**src/rtl/freq_meter.sv**
```systemverilog
// rtl/freq_meter.sv - gated rising-edge counter for an asynchronous input
// Counts sig_in rising edges over GATE_CYCLES clk_in cycles and hands the result over a valid/ready pair.
module freq_meter #(
    parameter int unsigned CLK_HZ      = 50000000,
    parameter int unsigned GATE_CYCLES = CLK_HZ,
    parameter int unsigned CNT_W       = 27
) (
    input  logic             clk_in,
    input  logic             rst,
    input  logic             en,
    input  logic             sig_in,
    output logic [CNT_W-1:0] freq_out,
    output logic             out_valid,
    input  logic             out_ready,
    output logic             ovf,
    output logic             overrun
);
    localparam logic [31:0]      GATE_LAST = 32'(GATE_CYCLES - 1);
    localparam logic [CNT_W-1:0] ECNT_MAX  = '1;

    logic             s1;
    logic             s2;
    logic             s3;
    logic             edge_det;
    logic [31:0]      gcnt;
    logic [CNT_W-1:0] ecnt;
    logic             sat;
    logic             win_end;
    logic             at_max;

    assign edge_det = s2 & ~s3;
    assign win_end  = en && (gcnt == GATE_LAST);
    assign at_max   = (ecnt == ECNT_MAX);

    always_ff @(posedge clk_in) begin
        if (rst) begin
            s1        <= 1'b0;
            s2        <= 1'b0;
            s3        <= 1'b0;
            gcnt      <= '0;
            ecnt      <= '0;
            sat       <= 1'b0;
            freq_out  <= '0;
            out_valid <= 1'b0;
            ovf       <= 1'b0;
            overrun   <= 1'b0;
        end else begin
            s1      <= sig_in;
            s2      <= s1;
            s3      <= s2;
            overrun <= 1'b0;

            if (out_valid && out_ready) begin
                out_valid <= 1'b0;
            end

            if (!en) begin
                gcnt <= '0;
                ecnt <= '0;
                sat  <= 1'b0;
            end else if (win_end) begin
                // The edge seen in the window-end cycle still belongs to the ending window.
                gcnt      <= '0;
                ecnt      <= '0;
                sat       <= 1'b0;
                freq_out  <= (edge_det && at_max) ? ECNT_MAX : ecnt + CNT_W'(edge_det);
                ovf       <= sat | (edge_det & at_max);
                out_valid <= 1'b1;
                overrun   <= out_valid & ~out_ready;
            end else begin
                gcnt <= gcnt + 32'd1;
                if (edge_det) begin
                    if (at_max) begin
                        sat <= 1'b1;
                    end else begin
                        ecnt <= ecnt + CNT_W'(1);
                    end
                end
            end
        end
    end

endmodule

```
**config.mk**
```make
export PLATFORM = sky130hd
export DESIGN_NAME = freq_meter
export DESIGN_NICKNAME = d
export VERILOG_FILES = /design/src/rtl/freq_meter.sv
export SDC_FILE = /design/constraint.sdc
export NUM_CORES = 1
export LEC_CHECK = 0
export ABC_AREA = 0
export CAP_MARGIN = 5
export CORE_MARGIN = 2
export CORE_UTILIZATION = 25
export DETAILED_ROUTE_END_ITERATION = 7
export PLACE_DENSITY_LB_ADDON = 0.12
export SLEW_MARGIN = 20
export SYNTH_ARGS = -nofsm -noshare
export SYNTH_HDL_FRONTEND = slang
export SYNTH_SLANG_ARGS = --single-unit
```
**constraint.sdc**
```tcl
create_clock -name clk_in -period 2.2 [get_ports clk_in]
set_input_delay 0.44 -clock clk_in [delete_from_list [all_inputs] [get_ports clk_in]]
set_output_delay 0.44 -clock clk_in [all_outputs]
set_load 0.02 [all_outputs]
```
# After elaboration in Yosys (flattened, before gate mapping)
# Cells that the tools add are included.
# W data, S select, Z words.
word_totals:
  latch_bits: 0
  in_bits: 5
  output_inout_bits: 30
  n_memories: 0
  ram_bits: 0
  romBits: 0
  word_cells: 36
  register_bits: 93
op_classes:
  n_mux: 4
  add_sub_neg: 3
  n_mul: 0
  reduce_logical: 8
  n_lt_le_gt_ge: 0
  div_mod_pow: 0
  n_shift: 0
  n_bitwise: 9
  n_eq_ne: 2
op_table:
  columns: ["cell", "count"]
  rows:
  - ["$add A32 B1 Y32 const B", 1]
  - ["$eq A32 B26 Y1 const B", 1]
  - ["$add A27 B1 Y27", 1]
  - ["$add A27 B1 Y27 const B", 1]
  - ["$eq A27 B27 Y1 const B", 1]
  - ["$mux W27", 1]
  - ["$reduce_and A2 Y1", 3]
  - ["$reduce_or A3 Y1", 2]
  - ["$not A1 Y1", 5]
  - ["$and A1 B1 Y1", 3]
  - ["$logic_and A1 B1 Y1", 3]
  - ["$mux W1", 3]
  - ["$or A1 B1 Y1", 1]

# Logic depth before layout (Yosys ltp)
# Gate-level depths: netlist (run 1).
logic_depth:
  ltp_word: 4
  depth_mapped: 8
  ltp_nobuf: 7

# Worst setup path before layout (run 1)
# No wires, ideal clock.
synth_timing:
  kind: "flip-flop to flip-flop"
  startpoint: "register gcnt[0]"
  endpoint: "register freq_out[5]"
  setup_time_ns: 0.119
  required_time_ns: 2.081
  period_less_slack_ns: 2.042
  path_buffers: 1
  path_stages_with_launch: 8
  arrival_time_ns: 1.924
  slack_ns: 0.158
  path_cell_list: "dfxtp_1 ha_1 nand3_1 or3_1 nor4_2 a21boi_4 buf_4 a21oi_1"
synth_between:
  elab_chain_len: 3
synth_rtl:
  columns: ["item", "line", "rtl"]
  rows:
  - ["start: declaration", "25", "logic [31:0] gcnt;"]
  - ["start signal: assignment", "71", "gcnt <= gcnt + 32'd1;"]
  - ["$eq A32 B26 Y1", "32", "assign win_end = en && (gcnt == GATE_LAST);"]
  - ["$logic_and A1 B1 Y1", "32", null]
  - ["$reduce_and A2 Y1 (no source line)", null, null]
  - ["end signal: assignment", "66", "freq_out <= (edge_det && at_max) ? ECNT_MAX : ecnt + CNT_W'(edge_det);"]
  - ["end: declaration", "12", "output logic [CNT_W-1:0] freq_out,"]
# Every way passes these cells.
# A chain may end at the register's enable or synchronous reset.

# Worst setup path in the final report (run 1)
layout_timing:
  startpoint: "register ecnt[0]"
  endpoint: "register ecnt[21]"
layout_between:
  elab_chain_len: 3
  word_cells_on_any_way: 4
  cone_classes: "1 x add/sub; 1 x eq/ne; 1 x bitwise; 1 x reduce/logical"
layout_rtl:
  columns: ["item", "line", "rtl"]
  rows:
  - ["start: declaration", "26", "logic [CNT_W-1:0] ecnt;"]
  - ["start signal: assignment", "76", "ecnt <= ecnt + CNT_W'(1);"]
  - ["parallel branches: the longest is 3 deep, another holds $add A27 B1 Y27", null, null]
# Parallel ways; which one is timed is not known.

==> flow_summary.toml, run 1 <==
[run_status]
outcome = "finished clean"

[cells_and_area]
post-route-cell-area_sq_um = 5700
multi_input_area_sq_um = 2480
layout_commonest_cell = "dfxtp_1"
area_delta_synth_final_pct = 25.6
antenna_cells = 0
drive_above_1_share_pct = 12.5
seqCellArea_sq_um = 1860
layout.nets = 597
final_cell_mix = "dfxtp_1, nor2_1, xnor2_1"
fillers = 1905
layout.cells.non_filler = 822

[die]
dieArea_sq_um = 19200
rows = 49
pin_count = 35
core_sq_um = 17900
die_w_um = 139
initial_utilization_pct = 25.3
fp.dieH_um = 139

[sta]
max_freq_mhz = 482
clock_skew_ps = 6.92
finalHoldViolCount = 0
slew_headroom_pct = 67.2
setup_viol = 0
slew_violations = 0
fin_crit_sh_pct = 94.4
finalCriticalPeriod_ps = 2080
worst_slew_pin_slew_ps = 480
rsz0062_at_grt = "no"

[clocking]
cts.sinks = 93
cts_made_buffers = 9
postCtsHoldBufs = 0
htreeDepth = 3
path_clk_slew_ps = 70
cts.path.max_buffers = 2
cts_tree = "yes"
cts_setup_buffers = 0
cts_root_buffer = "clkbuf_16"
insertion_delay_ps = 350

[placed_design]
numPortBuffers = 34
place_area_sq_um = 5360
dp_cells = 806
place.gp.congestion = 0.808
place.detailed.hpwl_um = 8490

[run]
drv_cap = 0

[detailed_routing]
drtIter0Drc = 148
firstDrtPassIters = 4
vias = 3855
vias_per_cell = 4.69
drcViolationCount = 0
antenna_left = 0
finalWirelength_um = 11600
routedWlPerCell_um = 14.1

[synthesis]
async_flop_share_pct = 0
netlist_area_sq_um = 4540
synth_top_area_share_pct = 41.0
synth_edf_count = 0
ys_ff_latch = 93
synth_area_leaders = "dfxtp_1, xnor2_1, nor2_1"
synth_cells = 540
synth_ff_type = "dfxtp_1"
synth.largest_area_cell = "dfxtp_1"
yosysUniqueCellTypes = 43
synth_area_per_cell_sq_um = 8.40
yosysSeqAreaShare_pct = 41.0
syn_nets = 549
yosys_warnings = 0

[setup_path]
critical_path.top_delay_family = "simple AND/OR/NAND/NOR gates"
crit_fanout = 13
slowest_stage = "or4_1"
worstPathArrival_ps = 2350
cp_cell_sequence = "ha_1, nand3_1, nor4_2, a21bo_1, buf_4, or4_1, a21oi_1"
worst_setup_path_start_kind = "flop"
r2r_slack_ps = 120
crit_path_end_kind = "flop"
worstSetupPathType = "reg -> reg"
slowest_delay_ps = 510
critPathBufInv = 1
worstPathRequired_ps = 2480

[power_and_ir_drop]
p_leak_nw = 1.87
ir_drop_mv = 0.369
power.density_nw_per_um2 = 593
power_mw = 3.38

[grt]
grt_use_total_pct = 12.3
grt_first_pass_wirelength_um = 19200
grt_overflow_total = 0
grt_pass1_vias = 3735
grt_max_degree = 34
antenna_found_initial = 0

[hold_path]
hp-class = "reg -> reg"
## cell type report
class / count / share of cell area (%)
multi-input combinational: 396 / 43.6
sequential: 93 / 32.7
timing repair buffer: 77 / 12.7
tap: 229 / 5.03
clock buffer: 11 / 4.26
clock inverter: 5 / 1.05
inverter: 11 / 0.724
## worst reg2reg max path: cells and delay by family, from the launching register on
kind / cells / cell delay [ps]
flops: 1 / 380
compound gates: 2 / 440
simple gates: 3 / 680
fa+ha+maj: 1 / 300
buf+inv: 1 / 210
## cells in the mapped netlist (5+ instances only)
| library cell | instances |
|---|---|
| a211oi_1 | 6 |
| a21oi_1 | 44 |
| buf_2 | 16 |
| buf_4 | 5 |
| clkbuf_1 | 17 |
| dfxtp_1 | 93 |
| inv_1 | 11 |
| nand2_1 | 29 |
| nand3_1 | 26 |
| nand4_1 | 27 |
| nor2_1 | 69 |
| nor2b_1 | 7 |
| nor3_1 | 13 |
| nor4_1 | 16 |
| o21ai_0 | 6 |
| o21bai_1 | 25 |
| o31ai_1 | 6 |
| or3_1 | 12 |
| or4_1 | 8 |
| xnor2_1 | 44 |
| xor2_1 | 22 |
## state kept, by name, indices dropped and copies added (netlist names)
| name | flops |
|---|---|
| s1 | 1 |
| freq_out | 27 |
| s3 | 1 |
| gcnt | 32 |
| ecnt | 27 |
| s2 | 1 |
| ovf | 1 |
| out_valid | 1 |
| overrun | 1 |
| sat | 1 |
## power by group
group	leakage (nW)	switching, mW	total [mW]	internal [mW]
Clock	0.146	0.693	1.61	0.915
Sequential	0.750	0.00233	1.69	1.69
Combinational	0.977	0.0442	0.0841	0.0399
## routing by layer
metal / part of all wire (%) / wire, um / global-route usage (%)
met5: 0 / 0 / 0
met1: 48 / 5580 / 15.8
met3: 3.5 / 406 / 3.49
met4: 1.4 / 166 / 3.93
met2: 47 / 5400 / 19.9
## cell families (layout without fill, tap and decap cells)
group,count (synthesis),in the layout,synth area share [%]
compound gates,93,93,13.0
xor+xnor,66,66,12.7
fa+ha+maj,4,4,1.10
buf+inv,51,104,5.13
flops,93,93,41.0
mux,1,1,0.221
simple gates,232,232,26.8
## path summary, 6_finish.rpt
kind	end	depth (start not counted)	from
worst max register to register	ecnt[21]$_SDFFE_PP0P_	7	ecnt[0]$_SDFFE_PP0P_
worst max-delay path	ecnt[21]$_SDFFE_PP0P_	7	ecnt[0]$_SDFFE_PP0P_
worst min register to register	s2$_SDFF_PP0_	1	s1$_SDFF_PP0_
worst min-delay path	s2$_SDFF_PP0_	1	s1$_SDFF_PP0_
## stage by stage
stage | utilization (%) | TNS (ps) | hold slack (ps) | worst slack, ps
finish | 31.8 | 0 | 442 | 124
global route | 31.8 | 0 | 458 | 3.52
CTS | 31.6 | -1.97 | 449 | -1.85
detailed placement | 29.9 | -16800 | 432 | -338
global placement | 29.9 | -15780 | 429 | -330
floorplan | - | 0 | 414 | 158
## timing repair
action / 4_1_cts / 5_1_grt
gates cloned: 0 / 0
setup endpoints to repair: 3 / 89
gates resized for setup: 2 / 8
hold endpoints to repair: 0 / 0
pin swaps: 0 / 1
Power figures use the tool's default switching activity.
==> inputs of run 2 (changes only) <==
Settings changed: REMOVE_ABC_BUFFERS set to 1, SKIP_LAST_GASP set to 1.
==> flow_summary.toml, run 2 (synthesis gave the netlist of run 1 again) <==
[run_status]
outcome = "finished clean"

[cells_and_area]
drive_above_1_share_pct = 11.8
fillers = 1909
layout.nets = 596
final_cell_mix = "dfxtp_1, nor2_1, xnor2_1, a21oi_1, buf_4"
largest_reg_flops = 32
antenna_cells = 0
layout_commonest_cell = "dfxtp_1"
fin_util_pct = 31.7
area_delta_synth_final_pct = 25.0
top_register = "gcnt"
largestRegisters = "gcnt x32, ecnt x27, freq_out x27"

[setup_path]
reg2reg_depth = 8
slowest_delay_ps = 540
crit_fanout = 3
worst_setup_path_start_kind = "input pin"
cp_cell_sequence = "clkdlybuf4s50_1, or4b_1, or3_1, or4_4, nor3_2"
reg2reg_to = "freq_out[0]$_SDFFE_PP0P_"
worstPathArrival_ps = 2430
crit_path_end_kind = "flop"
worstSetupPathType = "in -> reg"
r2r_slack_ps = 110
slowest_stage = "or4_4"
worstPathRequired_ps = 2480
rr_startpoint = "gcnt[0]$_SDFF_PP0_"
cp-startpoint = "en"

[die]
initial_utilization_pct = 25.3
fp.dieH_um = 139
pin_count = 35
die_w_um = 139
dieArea_sq_um = 19200
core_sq_um = 17900
rows = 49

[sta]
worst_slew_pin_slew_ps = 492
setup_viol = 0
fin_crit_sh_pct = 97.7
clock_skew_ps = 7.34
setup_slack_ps = 50.0
finalHoldViolCount = 0
rsz0062_at_grt = "no"
finalCriticalPeriod_ps = 2150
tns_ps = 0
max_freq_mhz = 465
slew_violations = 0
worst_hold_slack_ps = 461
slew_headroom_pct = 66.4

[grt]
grt_overflow_total = 0
grt_pass1_vias = 3754
grt_use_total_pct = 12.7
grt_first_pass_wirelength_um = 19600
antenna_found_initial = 0
grt_max_degree = 37

[power_and_ir_drop]
ir_drop_mv = 0.344
power.density_nw_per_um2 = 583
p_leak_nw = 1.85

[clocking]
htreeDepth = 3
insertion_delay_ps = 350
postCtsHoldBufs = 0
cts.sinks = 93
cts_made_buffers = 9
cts_root_buffer = "clkbuf_16"
cts.path.max_buffers = 2
path_clk_slew_ps = 60
cts_tree = "yes"

[detailed_routing]
vias = 3896
vias_per_cell = 4.75
routedWlPerCell_um = 14.5
drcViolationCount = 0
antenna_left = 0
drtIter0Drc = 132
firstDrtPassIters = 4
finalWirelength_um = 11900

[placed_design]
place.detailed.hpwl_um = 8410
place.gp.congestion = 0.858
preCtsSetupSlack_ps = -320
numPortBuffers = 34

[hold_path]
worstHoldStart = "s1$_SDFF_PP0_"
hold_path_end = "s2$_SDFF_PP0_"
hold_depth = 1
hp-class = "reg -> reg"

[run]
drv_cap = 0
## run 2: layout make-up
class | count | area (sq um) | share of cell area (%)
multi-input cells | 396 | 2480 | 43.7
flip-flops and latches | 93 | 1860 | 32.8
repair buffers | 76 | 713 | 12.6
clock buffers | 16 | 292 | 5.14
well taps | 229 | 287 | 5.05
inverters | 11 | 41.3 | 0.728
## run 2: worst max-delay path, delay by kind of cell
| kind | cells | cell delay [ps] |
|---|---|---|
| and+or+nand+nor | 4 | 1500 |
| buffers and inverters | 1 | 490 |
## run 2: through the flow
| step | std cells | area [sq um] | power [mW] |
|---|---|---|---|
| global placement | 804 | 5340 | 1.81 |
| CTS | 820 | 5640 | 3.37 |
| finish | 821 | 5670 | 3.31 |
| floorplan | 500 | 4350 | 1.76 |
| detailed placement | 804 | 5340 | 1.81 |
| global route | 821 | 5670 | 3.45 |
## run 2: repair_timing
action	4_1_cts	5_1_grt
endpoints found under the setup margin	8	60
resized for setup	1	6
buffers inserted	0	1
pin swaps	1	1
## run 2: where the power goes
group          total, mW  switching (mW)  internal (mW)
registers           1.69         0.00248           1.69
clock network       1.54           0.648          0.893
logic             0.0793          0.0454         0.0340
## run 2: worst max path at each step
stage	end	slack [ps]	cells after the start
2_1_floorplan	ecnt[24]$_SDFFE_PP0P_	-1360	6
3_3_place_gp	overrun$_SDFF_PP0_	-280	5
3_5_place_dp	freq_out[0]$_SDFFE_PP0P_	-320	7
4_1_cts	overrun$_SDFF_PP0_	60	5
5_1_grt	gcnt[28]$_SDFF_PP0_	6	5
6_report	overrun$_SDFF_PP0_	50	5
## run 2: layer usage
| metal | part of all wire, % | up-vias | GRT usage, % |
|---|---|---|---|
| li1 | - | 1982 | - |
| met1 | 49 | 1837 | 16.5 |
| met2 | 46 | 61 | 21.0 |
| met3 | 2.7 | 16 | 2.35 |
| met4 | 2.0 | 0 | 5.26 |
| met5 | 0 | - | 0 |
